$ cat src/rtl/arb_pkg.sv
// Shared definitions for the unified-memory port arbiter: FSM encoding,
// wait-counter width and the default memory latency.
package arb_pkg;

  localparam int CNT_W       = 4;
  localparam int DEF_MEM_LAT = 2;

  localparam logic [1:0] IDLE_ENC  = 2'd0;
  localparam logic [1:0] D_ACC_ENC = 2'd1;
  localparam logic [1:0] I_ACC_ENC = 2'd2;

  typedef enum logic [1:0] {
    IDLE  = IDLE_ENC,
    D_ACC = D_ACC_ENC,
    I_ACC = I_ACC_ENC
  } state_e;

  // Counter preload so the access spans exactly lat cycles (last cycle at cnt==0).
  function automatic logic [CNT_W-1:0] lat_load(input int lat);
    return CNT_W'(lat - 1);
  endfunction

endpackage

$ cat src/rtl/mem_port_arbiter_if.sv
// Pipeline-side and memory-side signals of the arbiter, plus FSM debug taps.
// Handshake: a requestor raises if_req / d_rd / d_wr and holds address and
// data stable while stall=1; the request is serviced at the edge where stall=0.
interface mem_port_arbiter_if #(
  parameter int ADDR_W = 32,
  parameter int DATA_W = 32
);
  logic              if_req;
  logic [ADDR_W-1:0] if_adr;
  logic [DATA_W-1:0] if_rdata;
  logic              d_rd;
  logic              d_wr;
  logic [ADDR_W-1:0] d_adr;
  logic [DATA_W-1:0] d_wdata;
  logic [DATA_W-1:0] d_rdata;
  logic              stall;
  logic [ADDR_W-1:0] mem_adr;
  logic [DATA_W-1:0] mem_wdata;
  logic              mem_rd;
  logic              mem_wr;
  logic [DATA_W-1:0] mem_rdata;
  logic [1:0]        dbg_state;
  logic [3:0]        dbg_cnt;

  modport slave (
    input  if_req, if_adr, d_rd, d_wr, d_adr, d_wdata, mem_rdata,
    output if_rdata, d_rdata, stall, mem_adr, mem_wdata, mem_rd, mem_wr,
           dbg_state, dbg_cnt
  );

  modport master (
    output if_req, if_adr, d_rd, d_wr, d_adr, d_wdata, mem_rdata,
    input  if_rdata, d_rdata, stall, mem_adr, mem_wdata, mem_rd, mem_wr,
           dbg_state, dbg_cnt
  );
endinterface

$ cat src/rtl/wait_counter.sv
// Loadable down-counter timing one memory access; saturates at zero.
module wait_counter
  import arb_pkg::*;
(
  input  logic             clk,
  input  logic             rst_n,
  input  logic             load,
  input  logic [CNT_W-1:0] load_val,
  input  logic             en,
  output logic [CNT_W-1:0] val,
  output logic             zero
);

  logic [CNT_W-1:0] cnt_q, cnt_d;

  always_comb begin
    cnt_d = cnt_q;
    if (load) begin
      cnt_d = load_val;
    end else if (en && cnt_q != '0) begin
      cnt_d = cnt_q - 1'b1;
    end
  end

  always_ff @(posedge clk or negedge rst_n) begin
    if (!rst_n) cnt_q <= '0;
    else        cnt_q <= cnt_d;
  end

  assign val  = cnt_q;
  assign zero = (cnt_q == '0);

endmodule

$ cat src/rtl/mem_port_arbiter.sv
// Time-shares one fixed-latency memory between instruction fetch and the
// MEM-stage data port; data wins arbitration and the pipeline stalls until both are done.
module mem_port_arbiter
  import arb_pkg::*;
#(
  parameter int ADDR_W  = 32,
  parameter int DATA_W  = 32,
  parameter int MEM_LAT = DEF_MEM_LAT
) (
  input logic                clk,
  input logic                rst,
  mem_port_arbiter_if.slave  bus
);

  localparam logic [CNT_W-1:0] LAT_LOAD = lat_load(MEM_LAT);

  state_e            state_q, state_d;
  logic              d_done_q, d_done_d;
  logic              i_done_q, i_done_d;
  logic [ADDR_W-1:0] mem_adr_q, mem_adr_d;
  logic [DATA_W-1:0] mem_wdata_q, mem_wdata_d;
  logic              mem_rd_q, mem_rd_d;
  logic              mem_wr_q, mem_wr_d;
  logic [DATA_W-1:0] if_rdata_q, if_rdata_d;
  logic [DATA_W-1:0] d_rdata_q, d_rdata_d;

  logic             cnt_load, cnt_en, cnt_zero;
  logic [CNT_W-1:0] cnt_val;
  logic             d_pend, i_pend, stall;

  wait_counter u_wait_counter (
    .clk      (clk),
    .rst_n    (rst),
    .load     (cnt_load),
    .load_val (LAT_LOAD),
    .en       (cnt_en),
    .val      (cnt_val),
    .zero     (cnt_zero)
  );

  assign d_pend = (bus.d_rd | bus.d_wr) & ~d_done_q;
  assign i_pend = bus.if_req & ~i_done_q;
  assign stall  = d_pend | i_pend;

  always_comb begin
    state_d     = state_q;
    d_done_d    = d_done_q;
    i_done_d    = i_done_q;
    mem_adr_d   = mem_adr_q;
    mem_wdata_d = mem_wdata_q;
    mem_rd_d    = mem_rd_q;
    mem_wr_d    = mem_wr_q;
    if_rdata_d  = if_rdata_q;
    d_rdata_d   = d_rdata_q;
    cnt_load    = 1'b0;
    cnt_en      = 1'b0;

    unique case (state_q)
      IDLE: begin
        if (d_pend) begin
          // Simultaneous d_rd and d_wr is treated as a store.
          mem_adr_d   = bus.d_adr;
          mem_wdata_d = bus.d_wdata;
          mem_wr_d    = bus.d_wr;
          mem_rd_d    = ~bus.d_wr;
          cnt_load    = 1'b1;
          state_d     = D_ACC;
        end else if (i_pend) begin
          mem_adr_d = bus.if_adr;
          mem_rd_d  = 1'b1;
          mem_wr_d  = 1'b0;
          cnt_load  = 1'b1;
          state_d   = I_ACC;
        end else begin
          // Pipeline advances at this edge; arm both ports for the next cycle.
          d_done_d = 1'b0;
          i_done_d = 1'b0;
        end
      end
      D_ACC: begin
        cnt_en = 1'b1;
        if (cnt_zero) begin
          if (mem_rd_q) d_rdata_d = bus.mem_rdata;
          d_done_d = 1'b1;
          mem_rd_d = 1'b0;
          mem_wr_d = 1'b0;
          state_d  = IDLE;
          if (i_pend) begin
            mem_adr_d = bus.if_adr;
            mem_rd_d  = 1'b1;
            cnt_load  = 1'b1;
            state_d   = I_ACC;
          end
        end
      end
      I_ACC: begin
        cnt_en = 1'b1;
        if (cnt_zero) begin
          if_rdata_d = bus.mem_rdata;
          i_done_d   = 1'b1;
          mem_rd_d   = 1'b0;
          mem_wr_d   = 1'b0;
          state_d    = IDLE;
        end
      end
      default: state_d = IDLE;
    endcase
  end

  always_ff @(posedge clk or negedge rst) begin
    if (!rst) begin
      state_q     <= IDLE;
      d_done_q    <= 1'b0;
      i_done_q    <= 1'b0;
      mem_adr_q   <= '0;
      mem_wdata_q <= '0;
      mem_rd_q    <= 1'b0;
      mem_wr_q    <= 1'b0;
      if_rdata_q  <= '0;
      d_rdata_q   <= '0;
    end else begin
      state_q     <= state_d;
      d_done_q    <= d_done_d;
      i_done_q    <= i_done_d;
      mem_adr_q   <= mem_adr_d;
      mem_wdata_q <= mem_wdata_d;
      mem_rd_q    <= mem_rd_d;
      mem_wr_q    <= mem_wr_d;
      if_rdata_q  <= if_rdata_d;
      d_rdata_q   <= d_rdata_d;
    end
  end

  assign bus.stall     = stall;
  assign bus.mem_adr   = mem_adr_q;
  assign bus.mem_wdata = mem_wdata_q;
  assign bus.mem_rd    = mem_rd_q;
  assign bus.mem_wr    = mem_wr_q;
  assign bus.if_rdata  = if_rdata_q;
  assign bus.d_rdata   = d_rdata_q;
  assign bus.dbg_state = state_q;
  assign bus.dbg_cnt   = cnt_val;

  illegal_rd_wr: assert property (@(posedge clk) disable iff (!rst) !(bus.d_rd && bus.d_wr));

endmodule

$ cat src/flat_wrapper.sv
// flat-port wrapper written by rule: the top's interface ports become plain ports
module mem_port_arbiter_flat import arb_pkg::*;
#(
  parameter int ADDR_W  = 32,
  parameter int DATA_W  = 32,
  parameter int MEM_LAT = DEF_MEM_LAT
)
  (clk, rst, bus_if_req, bus_if_adr, bus_d_rd, bus_d_wr, bus_d_adr, bus_d_wdata, bus_mem_rdata, bus_if_rdata, bus_d_rdata, bus_stall, bus_mem_adr, bus_mem_wdata, bus_mem_rd, bus_mem_wr, bus_dbg_state, bus_dbg_cnt);
  mem_port_arbiter_if #(.ADDR_W(ADDR_W), .DATA_W(DATA_W)) bus_i ();
  input logic clk;
  input logic rst;
  input wire logic [$bits(bus_i.if_req)-1:0] bus_if_req;
  input wire logic [$bits(bus_i.if_adr)-1:0] bus_if_adr;
  input wire logic [$bits(bus_i.d_rd)-1:0] bus_d_rd;
  input wire logic [$bits(bus_i.d_wr)-1:0] bus_d_wr;
  input wire logic [$bits(bus_i.d_adr)-1:0] bus_d_adr;
  input wire logic [$bits(bus_i.d_wdata)-1:0] bus_d_wdata;
  input wire logic [$bits(bus_i.mem_rdata)-1:0] bus_mem_rdata;
  output wire logic [$bits(bus_i.if_rdata)-1:0] bus_if_rdata;
  output wire logic [$bits(bus_i.d_rdata)-1:0] bus_d_rdata;
  output wire logic [$bits(bus_i.stall)-1:0] bus_stall;
  output wire logic [$bits(bus_i.mem_adr)-1:0] bus_mem_adr;
  output wire logic [$bits(bus_i.mem_wdata)-1:0] bus_mem_wdata;
  output wire logic [$bits(bus_i.mem_rd)-1:0] bus_mem_rd;
  output wire logic [$bits(bus_i.mem_wr)-1:0] bus_mem_wr;
  output wire logic [$bits(bus_i.dbg_state)-1:0] bus_dbg_state;
  output wire logic [$bits(bus_i.dbg_cnt)-1:0] bus_dbg_cnt;
  assign bus_i.if_req = bus_if_req;
  assign bus_i.if_adr = bus_if_adr;
  assign bus_i.d_rd = bus_d_rd;
  assign bus_i.d_wr = bus_d_wr;
  assign bus_i.d_adr = bus_d_adr;
  assign bus_i.d_wdata = bus_d_wdata;
  assign bus_i.mem_rdata = bus_mem_rdata;
  assign bus_if_rdata = bus_i.if_rdata;
  assign bus_d_rdata = bus_i.d_rdata;
  assign bus_stall = bus_i.stall;
  assign bus_mem_adr = bus_i.mem_adr;
  assign bus_mem_wdata = bus_i.mem_wdata;
  assign bus_mem_rd = bus_i.mem_rd;
  assign bus_mem_wr = bus_i.mem_wr;
  assign bus_dbg_state = bus_i.dbg_state;
  assign bus_dbg_cnt = bus_i.dbg_cnt;
  mem_port_arbiter #(.ADDR_W(ADDR_W), .DATA_W(DATA_W), .MEM_LAT(MEM_LAT)) u_core (.clk(clk), .rst(rst), .bus(bus_i));
endmodule
$ cat config.mk
export PLATFORM = sky130hd
export DESIGN_NAME = mem_port_arbiter_flat
export DESIGN_NICKNAME = d
export VERILOG_FILES = /design/src/rtl/arb_pkg.sv /design/src/rtl/mem_port_arbiter_if.sv /design/src/rtl/wait_counter.sv /design/src/rtl/mem_port_arbiter.sv /design/src/flat_wrapper.sv
export SDC_FILE = /design/constraint.sdc
export NUM_CORES = 1
export LEC_CHECK = 0
export CELL_PAD_IN_SITES_DETAIL_PLACEMENT = 2
export CELL_PAD_IN_SITES_GLOBAL_PLACEMENT = 2
export CORE_MARGIN = 5
export CORE_UTILIZATION = 28
export DETAILED_ROUTE_END_ITERATION = 7
export PLACE_DENSITY = 0.91
export SLEW_MARGIN = 20
export SYNTH_ARGS = -nofsm -noshare
export SYNTH_HDL_FRONTEND = slang
export SYNTH_SLANG_ARGS = --single-unit
export TNS_END_PERCENT = 10
$ cat constraint.sdc
create_clock -name clk -period 4.8 [get_ports clk]
set_input_delay 0.96 -clock clk [delete_from_list [all_inputs] [get_ports clk]]
set_output_delay 0.96 -clock clk [all_outputs]
set_load 0.02 [all_outputs]
Word level (Yosys, flattened, before mapping)
Index checks and enable logic that the tools add are counted.
- register bits after elaboration: 138
- bits in latches: 0
- RAM bits: 0
- memory bits (read-only): 0
- bits of input ports: 133
- output and inout port bits: 137
- logic and storage cells: 75
- memories: 0
- add/subtract/negate cells: 1
- multipliers: 0
- divide/modulo/power cells: 0
- order comparisons: 0
- equal/unequal tests: 8
- shifts and indexed selects: 0
- mux-type cells: 30
- bitwise gates (word level): 7
- reduce and logical (&&, ||, !) cells: 19
- operators with widths (operator ; number):
    32-bit two-way mux ; 3
    32-bit case mux with 2 select lines ; 1
    1-bit two-way mux ; 13
    4-bit AND reduction ; 3
    2-bit two-way mux ; 5
    3-bit AND reduction ; 3
    4-bit two-way mux ; 2
    1-bit case mux with 2 select lines ; 4
    2-bit nonzero test ; 4
    2-bit by 1-bit != test with 1-bit output, second input constant ; 3
    2-bit case mux with 3 select lines ; 1
    2-bit AND reduction ; 3
    4-bit zero test ; 1
    2-bit != test, second input constant ; 2
    4-bit nonzero test ; 1
    4-bit by 1-bit subtractor with 4-bit output, second input constant ; 1
    3-bit by 1-bit != test with 1-bit output, second input constant ; 1
    1-bit inverter ; 3
    1-bit case mux with 3 select lines ; 1
    3-bit nonzero test ; 1
    1-bit AND ; 2
    2-bit by 1-bit == test with 1-bit output, second input constant ; 1
    2-bit == test, second input constant ; 1
    2-bit zero test ; 1
    3 further kinds ; 4

Depth between registers and ports, before layout
Gate-level depths: netlist of run 1.
- depth after elaboration: 6
- depth in mapped cells: 8
- gate-level depth less buffers: 6

Modules after synthesis
From an unflattened synthesis of run 1, not the netlist that was laid out.
- cell total of the unflattened synthesis: 391
- area, all modules: 5803.1 µm²
- by module, submodules not included (module ; times used ; cells an instance ; area each (µm²) ; seq. area each (µm²)):
    mem_port_arbiter ; 1 ; 364 ; 5550.3 ; 3353.2
    wait_counter ; 1 ; 27 ; 252.7 ; 100.1

Worst setup path before layout of run 1
Ideal clock, no wire load.
- path type: input -> output
- start point: input bus_d_wr
- end point: output bus_stall
- data arrival time: 1422 ps
- data required time: 3840 ps
- path slack: 2418 ps
- cell stages on the path: 2
- path buffers: 0
- path through: o21bai_1 > nand2_1
- cells in the longest elaborated chain, start to end: 3
- ends and longest elaborated chain (item ; RTL line ; text):
    from (decl) ; flat_wrapper.sv:15 ; input wire logic [$bits(bus_i.d_wr)-1:0] bus_d_wr;
    1-bit OR ; mem_port_arbiter.sv:41 ; assign d_pend = (bus.d_rd | bus.d_wr) & ~d_done_q;
    1-bit AND ; mem_port_arbiter.sv:41 ;
    1-bit OR ; mem_port_arbiter.sv:43 ; assign stall = d_pend | i_pend;
    to (decl) ; flat_wrapper.sv:21 ; output wire logic [$bits(bus_i.stall)-1:0] bus_stall;
No other way between the ends.

Worst setup path after layout of run 1
Ends and elaborated chain as after synthesis.

==> results of run 1 <==
[logic make-up (layout without fill, tap and decap cells)]
group                    Yosys count  in the layout  share of synthesized area [%]
XOR/XNOR                           1              1                          0.151
multiplexers                      98             98                           19.1
AND/OR/NAND/NOR                   27             27                           2.62
AO/OA/AOI/OAI                     89             89                           14.5
buffers and inverters             30            311                           2.81
flip-flops                       138            138                           59.7
adder cells (fa/ha/maj)            5              5                           1.08
[through the flow]
stage                     total power [mW]  cell area, um2  utilization [%]  worst slack (ps)
after floorplan                       4.20            5780                -              2420
final                                 7.31            9360             46.1              1090
after global placement                5.73            8720             43.0              1290
after global routing                  7.71            9360             46.1               952
after detailed placement              5.97            8730             43.0              1180
after CTS                             7.43            9360             46.1              1080
[how the worst max path moves through the flow]
| stage | start | to | slack (ps) |
|---|---|---|---|
| floorplan | bus_d_wr | bus_stall | 2420 |
| CTS | bus_d_wr | bus_stall | 1080 |
| finish | bus_d_wr | bus_stall | 1090 |
| global placement | bus_d_wr | bus_stall | 1290 |
| detailed placement | bus_d_wr | bus_stall | 1180 |
| global route | bus_d_wr | bus_stall | 950 |
[sequential cells by signal, indices dropped and copies added, names as in the netlist]
name,cells
u_core.bus.mem_wr,1
u_core.bus.mem_wdata,32
u_core.bus.dbg_state,2
u_core.u_wait_counter.val,4
u_core.bus.mem_rd,1
u_core.i_done_q,1
u_core.d_done_q,1
u_core.bus.d_rdata,32
u_core.bus.if_rdata,32
u_core.bus.mem_adr,32
[per-layer routing]
metal | share of wire [%] | track usage, % | vias to the layer above
met5 | 0 | 0 | -
met4 | 1.8 | 4.96 | 0
met3 | 7.9 | 7.20 | 19
met2 | 53 | 31.7 | 181
met1 | 37 | 18.8 | 2285
li1 | - | - | 1979
[cell type report]
cell class / instances / area (um2)
Clock buffer: 20 / 447
Clock inverter: 12 / 188
Fill cell: 1988 / 10900
Inverter: 4 / 15.0
Multi-Input combinational cell: 220 / 2180
Sequential cell: 138 / 3450
Tap cell: 270 / 338
Timing Repair Buffer: 275 / 2740
[power by group]
part,switching [mW],internal (mW),leakage [nW]
logic,1.87,1.91,1.82
clock network,0.515,0.893,0.302
registers,0.372,1.74,1.62
total,2.76,4.55,3.74
[layout by cell type, fill, tap and decap left out, drive strengths merged]
cell type and count:
clkdlybuf4s50 268, dfrtp 138, mux2 98, o22ai 32, a2bb2oi 31, clkbuf 20, a21oi 10, nand2 9
inv 8, buf 7, nor2 6, ha 5, o21ai 5, bufinv 4, nand2b 3, a31oi 2
a311oi 2, clkinv 2, clkinvlp 2, nor3b 2, o21bai 1, nand3 1, o21ba 1, nor2b 1
a21boi 1, o2bb2a 1, and2 1, or3b 1, xnor2 1, nand4b 1, o2bb2ai 1, a221o 1
or4b 1, nor3 1, o31ai 1
==> impl_summary.txt, run 1 <==
----------------------------------------------------
[GRT]
  Overflow left after global routing ... 0
  Largest net degree at the start of global routing ... 77
  Number of global-route vias before repair ... 5381
  Wire length of the first global-routing pass ... 32.5 mm
  GRT Overall Usage ... 17.5%
  Antenna violations before repair ... 0

[Clock network]
  Total CTS buffers ... 17
  Resized Gates After CTS ... 0
  CTS H-tree depth ... 4
  Root buffer cell ... sky130_fd_sc_hd__clkbuf_16
  Max clock buf depth ... 2
  Hold Buf Count CTS ... 0
  Buffers inserted during post-CTS setup optimization ... 0
  TritonCTS clock tree ... built
  Clock tree sinks ... 138
  Insertion delay of the later-clocked pin in the worst-skew pair ... 410 ps
  Clock transition at the register clock pins on the worst setup and hold paths after CTS ... 60 ps

[Setup path]
  Critical-path cell list ... clkdlybuf4s50_1, o21bai_1, nand2_1, clkdlybuf4s50_1
  Endpoint required time on the critical path ... 3840 ps
  Top fanout value on the critical path ... 5
  Standard cell with the maximum stage delay on the critical path ... sky130_fd_sc_hd__clkdlybuf4s50_1
  Endpoint of the most critical register-to-register path ... u_core.bus.mem_adr[31]
  Depth of the worst register-to-register path ... 7
  Kind of cell adding the most delay to the critical path ... buffers and inverters
  Worst setup EP type ... primary output
  Worst R2R Start ... u_core.u_wait_counter.val[0]
  Most numerous cell on the critical path ... sky130_fd_sc_hd__clkdlybuf4s50_1
  Setup slack of the most critical reg-to-reg path ... 1600 ps
  Depth of the critical timing path with buffers and inverters included ... 4
  Category of the worst setup path launch point ... input pin
  Data arrival at the endpoint of the critical path ... 2750 ps
  Crit Path Class ... in2out
  Buffers & Inverters on Critical Path ... 2
  Max incr delay on CP ... 630 ps

[Logic synthesis]
  Top cells by area in the synthesized netlist ... sky130_fd_sc_hd__dfrtp_1 60%, sky130_fd_sc_hd__mux2_2 19%, sky130_fd_sc_hd__a2bb2oi_2 7.8%
  Synth Instances ... 388
  Number of synthesized flops with an enable pin ... 0
  Sequential fraction of the synthesis area ... 59.7%
  Most frequent cells after synthesis ... 138 x sky130_fd_sc_hd__dfrtp_1, 96 x sky130_fd_sc_hd__mux2_2, 32 x sky130_fd_sc_hd__o22ai_1
  Synth Net Count ... 526
  Top-count cell post-synth ... sky130_fd_sc_hd__dfrtp_1
  Number of unique standard cell types used by synthesis ... 39
  Most area-hungry cell type in the Yosys netlist ... sky130_fd_sc_hd__dfrtp_1
  Synthesized area ... 5780 um2
  Mean instance size in the synthesized netlist ... 14.9 um2
  Share of synthesized registers carrying an async set or reset ... 100%
  Seq cells post-synth ... 138
  Top cell type's share of synthesized area ... 59.7%
  Main synth FF type ... sky130_fd_sc_hd__dfrtp_1
  Number of warnings issued by yosys ... 0

[Detailed routing]
  Post-route DRC violation count ... 0
  Vias after detailed routing ... 4464
  Initial DRC Count ... 100
  Total detailed-routing wirelength ... 20.7 mm
  Detailed-routing iteration count for the pre-antenna-repair pass ... 4
  Detailed-route vias per instance ... 4.75
  WL/cell ... 22.1 um
  Final ANT Viol Nets ... 0

[Placed design]
  Port-buffer cells ... 269
  # placed instances ... 907
  Post-detail-place hpwl ... 15.8 mm
  Weighted congestion reported at the end of routability-driven placement ... 0.820

[Power]
  Power density over the cells ... 780 nW/um2
  VDD IR max ... 0.294 mV
  Leakage Power ... 3.74 nW

[Floorplan]
  Area of the core ... 20300 um2
  Full die area ... 23600 um2
  Cell row count ... 52
  Top-level I/O count ... 270
  Height of the die ... 154 um
  Starting density of the core ... 28.5%
  DIE WIDTH ... 154 um

[Hold path]
  Class of the most critical hold timing path ... reg2reg
  Number of cells on the worst hold path ... 1
  HP Start ... u_core.bus.if_rdata[6]
  Hold EP ... u_core.bus.if_rdata[6]

[Timing]
  Fin Clk Skew ... 9.18 ps
  Final hold violation count ... 0
  Setup-failing EPs final ... 0
  Unrepaired setup endpoints after global routing ... false
  Summed negative setup slack over all endpoints ... 0 ps
  Hold_ws ... 492 ps
  Slew Limit Headroom ... 37.5%
  Max-slew violations ... 0
  Transition time at the pin with the least slew margin ... 937 ps
  Timing-limited maximum frequency ... 0.269 GHz
  Share of the cycle needed by the critical path after routing ... 77.3%
  Period minus WS final ... 3710 ps

[Finish]
  Non-filler cells in the finished layout ... 939
  Diode insertion count for antenna repair ... 0
  Post-layout net count ... 794
  Proportion of layout cells with a drive suffix above 1 ... 25.6%
  Area added between synthesis and finish ... 61.9%

[Status]
  Run status ... completed

[Job]
  Max-capacitance violation count ... 0

----------------------------------------------------
Power figures use the tool's default switching activity.
==> inputs of run 2 (changes only) <==
--- a/config.mk
+++ b/config.mk
@@ -8,9 +8,9 @@
 export CELL_PAD_IN_SITES_DETAIL_PLACEMENT = 2
 export CELL_PAD_IN_SITES_GLOBAL_PLACEMENT = 2
 export CORE_MARGIN = 5
-export CORE_UTILIZATION = 28
+export CORE_UTILIZATION = 24
 export DETAILED_ROUTE_END_ITERATION = 7
-export PLACE_DENSITY = 0.91
+export PLACE_DENSITY = 0.83
 export SLEW_MARGIN = 20
 export SYNTH_ARGS = -nofsm -noshare
 export SYNTH_HDL_FRONTEND = slang
==> constraint.sdc (replaced) <==
create_clock -name clk -period 3.15 [get_ports clk]
set_input_delay 0.63 -clock clk [delete_from_list [all_inputs] [get_ports clk]]
set_output_delay 0.63 -clock clk [all_outputs]
set_load 0.02 [all_outputs]
==> run 2 against run 1 <==
Sequential cell count stayed put. Clock skew grew 1.6 ps. Cell count up 5.9%. Routed wire length down 1.7%. Critical path depth did not move. Global-route usage is 2.7 points lower. First-iteration DRC count shrank 3.0%. Sequential share of layout area down 0.41 points.
==> impl_summary.txt, run 2 (synthesis results as in run 1) <==
----------------------------------------------------
[Status]
  Run status ... completed

[Floorplan]
  Height of the die ... 165 um
  DIE WIDTH ... 165 um
  Starting density of the core ... 24.5%
  Area of the core ... 23600 um2
  Cell row count ... 56
  Full die area ... 27300 um2
  Top-level I/O count ... 270

[Setup path]
  Category of the worst setup path launch point ... input pin
  Kind of cell adding the most delay to the critical path ... buffers and inverters
  Buffers & Inverters on Critical Path ... 2
  Crit Path Class ... in2out
  Top fanout value on the critical path ... 5
  Max incr delay on CP ... 580 ps
  Worst setup EP type ... primary output
  Standard cell with the maximum stage delay on the critical path ... sky130_fd_sc_hd__clkdlybuf4s50_1
  Endpoint required time on the critical path ... 2520 ps
  Most numerous cell on the critical path ... sky130_fd_sc_hd__clkdlybuf4s50_1
  Data arrival at the endpoint of the critical path ... 2230 ps
  Critical-path cell list ... clkdlybuf4s50_1, o21bai_1, nand2_1, clkdlybuf4s50_1

[Timing]
  Max-slew violations ... 0
  Summed negative setup slack over all endpoints ... 0 ps
  Fin Clk Skew ... 10.8 ps
  Transition time at the pin with the least slew margin ... 525 ps
  Setup-failing EPs final ... 0
  Slew Limit Headroom ... 65.0%
  Final hold violation count ... 0
  Share of the cycle needed by the critical path after routing ... 90.8%
  Unrepaired setup endpoints after global routing ... false
  Timing-limited maximum frequency ... 0.350 GHz
  Period minus WS final ... 2860 ps

[Placed design]
  Port-buffer cells ... 269
  Total cell area at the placement stage ... 8850 um2
  Post-detail-place hpwl ... 15.6 mm
  Weighted congestion reported at the end of routability-driven placement ... 0.729

[Clock network]
  TritonCTS clock tree ... built
  Root buffer cell ... sky130_fd_sc_hd__clkbuf_16
  Total CTS buffers ... 17
  CTS H-tree depth ... 4
  Insertion delay of the later-clocked pin in the worst-skew pair ... 410 ps
  Hold Buf Count CTS ... 0
  Max clock buf depth ... 2
  Clock transition at the register clock pins on the worst setup and hold paths after CTS ... 60 ps
  Clock tree sinks ... 138
  Resized Gates After CTS ... 0
  Buffers inserted during post-CTS setup optimization ... 0

[Power]
  VDD IR max ... 0.388 mV
  Sw frac ... 37.8%
  Leakage Power ... 3.77 nW
  Cell internal power dissipation ... 6.91 mW
  Seq pwr share ... 28.9%
  Proportion of power drawn by combinational gates ... 52.2%
  Clock share of power ... 18.8%
  Net switching power ... 4.20 mW
  Power density over the cells ... 1170 nW/um2

[Detailed routing]
  Detailed-route vias per instance ... 4.41
  Vias after detailed routing ... 4386
  WL/cell ... 20.5 um
  Initial DRC Count ... 97
  Final ANT Viol Nets ... 0
  Post-route DRC violation count ... 0
  Total detailed-routing wirelength ... 20.4 mm
  Detailed-routing iteration count for the pre-antenna-repair pass ... 4

[Finish]
  Most frequent standard cell in the layout excluding fill and tap cells ... sky130_fd_sc_hd__clkdlybuf4s50_1
  Number of filler instances in the final layout ... 2397
  Area added between synthesis and finish ... 63.7%
  Post-layout net count ... 799
  Proportion of layout cells with a drive suffix above 1 ... 26.4%
  Highest-count cells in the layout ignoring fill and taps ... 268 x sky130_fd_sc_hd__clkdlybuf4s50_1, 138 x sky130_fd_sc_hd__dfrtp_1, 96 x sky130_fd_sc_hd__mux2_2
  Final std cell area, no fill ... 9470 um2

[Job]
  Max-capacitance violation count ... 0

[GRT]
  Largest net degree at the start of global routing ... 53
  Wire length of the first global-routing pass ... 31.3 mm
  Antenna violations before repair ... 1
  GRT Overall Usage ... 14.8%
  Number of global-route vias before repair ... 5314
  Overflow left after global routing ... 0

[Hold path]
  Class of the most critical hold timing path ... in2async

----------------------------------------------------
## run 2: layout make-up
cell class / count / area [um2] / area share (%)
flip-flops and latches: 138 / 3450 / 36.5
repair buffers: 280 / 2800 / 29.6
multi-input cells: 220 / 2180 / 23.0
clock buffers: 20 / 457 / 4.82
well taps: 319 / 399 / 4.22
clock inverters: 12 / 163 / 1.72
inverters: 4 / 15.0 / 0.159
diodes: 1 / 2.50 / 0.0264
## run 2: stage by stage
| stage | worst slack [ps] | hold WS, ps | util [%] | std cells | total power, mW |
|---|---|---|---|---|---|
| 3_3_place_gp | 351 | 470 | 37.5 | 961 | 8.82 |
| 5_1_grt | 220 | 190 | 40.1 | 993 | 11.7 |
| 3_5_place_dp | 301 | 496 | 37.5 | 961 | 9.14 |
| 4_1_cts | 288 | 176 | 40.1 | 993 | 11.3 |
| 6_report | 289 | 166 | 40.1 | 994 | 11.1 |
| 2_1_floorplan | 1200 | 334 | - | 388 | 6.40 |
## run 2: worst paths after layout
check	start	end	depth (start not counted)	slack (ps)
max	bus_d_wr	bus_stall	4	290
min	rst	u_core.bus.mem_wdata[26]	1	170
max reg2reg	u_core.u_wait_counter.val[0]	u_core.bus.if_rdata[25]	6	800
min reg2reg	u_core.bus.d_rdata[3]	u_core.bus.d_rdata[3]	1	510
max in group asynchronous	rst	u_core.bus.mem_adr[9]	2	2290
min in group clk	u_core.bus.d_rdata[3]	u_core.bus.d_rdata[3]	1	510
## run 2: worst reg2reg max path, stage by stage, from the launching register on
cell,delay [ps]
sky130_fd_sc_hd__dfrtp_1,400
sky130_fd_sc_hd__inv_1,110
sky130_fd_sc_hd__ha_1,260
sky130_fd_sc_hd__nor3b_4,410
sky130_fd_sc_hd__and2_2,220
sky130_fd_sc_hd__buf_4,390
sky130_fd_sc_hd__mux2_2,430
## run 2: power groups by stage
stage | Sequential, mW | Clock, mW | Combinational (mW)
3_5_place_dp | 3.25 | 0 | 5.89
6_report | 3.21 | 2.09 | 5.80
4_1_cts | 3.24 | 2.16 | 5.91
2_1_floorplan | 4.21 | 0 | 2.20
3_3_place_gp | 3.15 | 0 | 5.68
5_1_grt | 3.34 | 2.25 | 6.12
## run 2: per-layer routing
| metal | part of all wire (%) | vias up | global-route usage (%) | wire length [um] |
|---|---|---|---|---|
| li1 | - | 1981 | - | - |
| met1 | 37 | 2220 | 16.0 | 7570 |
| met2 | 53 | 161 | 27.1 | 10900 |
| met3 | 8.0 | 22 | 5.49 | 1630 |
| met4 | 1.4 | 2 | 4.20 | 284 |
| met5 | 0.034 | - | 0 | 7 |
==> inputs of run 3 (changes only) <==
--- a/config.mk
+++ b/config.mk
@@ -9,6 +9,7 @@
 export CELL_PAD_IN_SITES_GLOBAL_PLACEMENT = 2
 export CORE_MARGIN = 5
 export CORE_UTILIZATION = 24
+export CTS_CLUSTER_SIZE = 40
 export DETAILED_ROUTE_END_ITERATION = 7
 export PLACE_DENSITY = 0.83
 export SLEW_MARGIN = 20
==> results of run 3 <==
No change in the layout: final DEF, timing and power equal those of run 2.
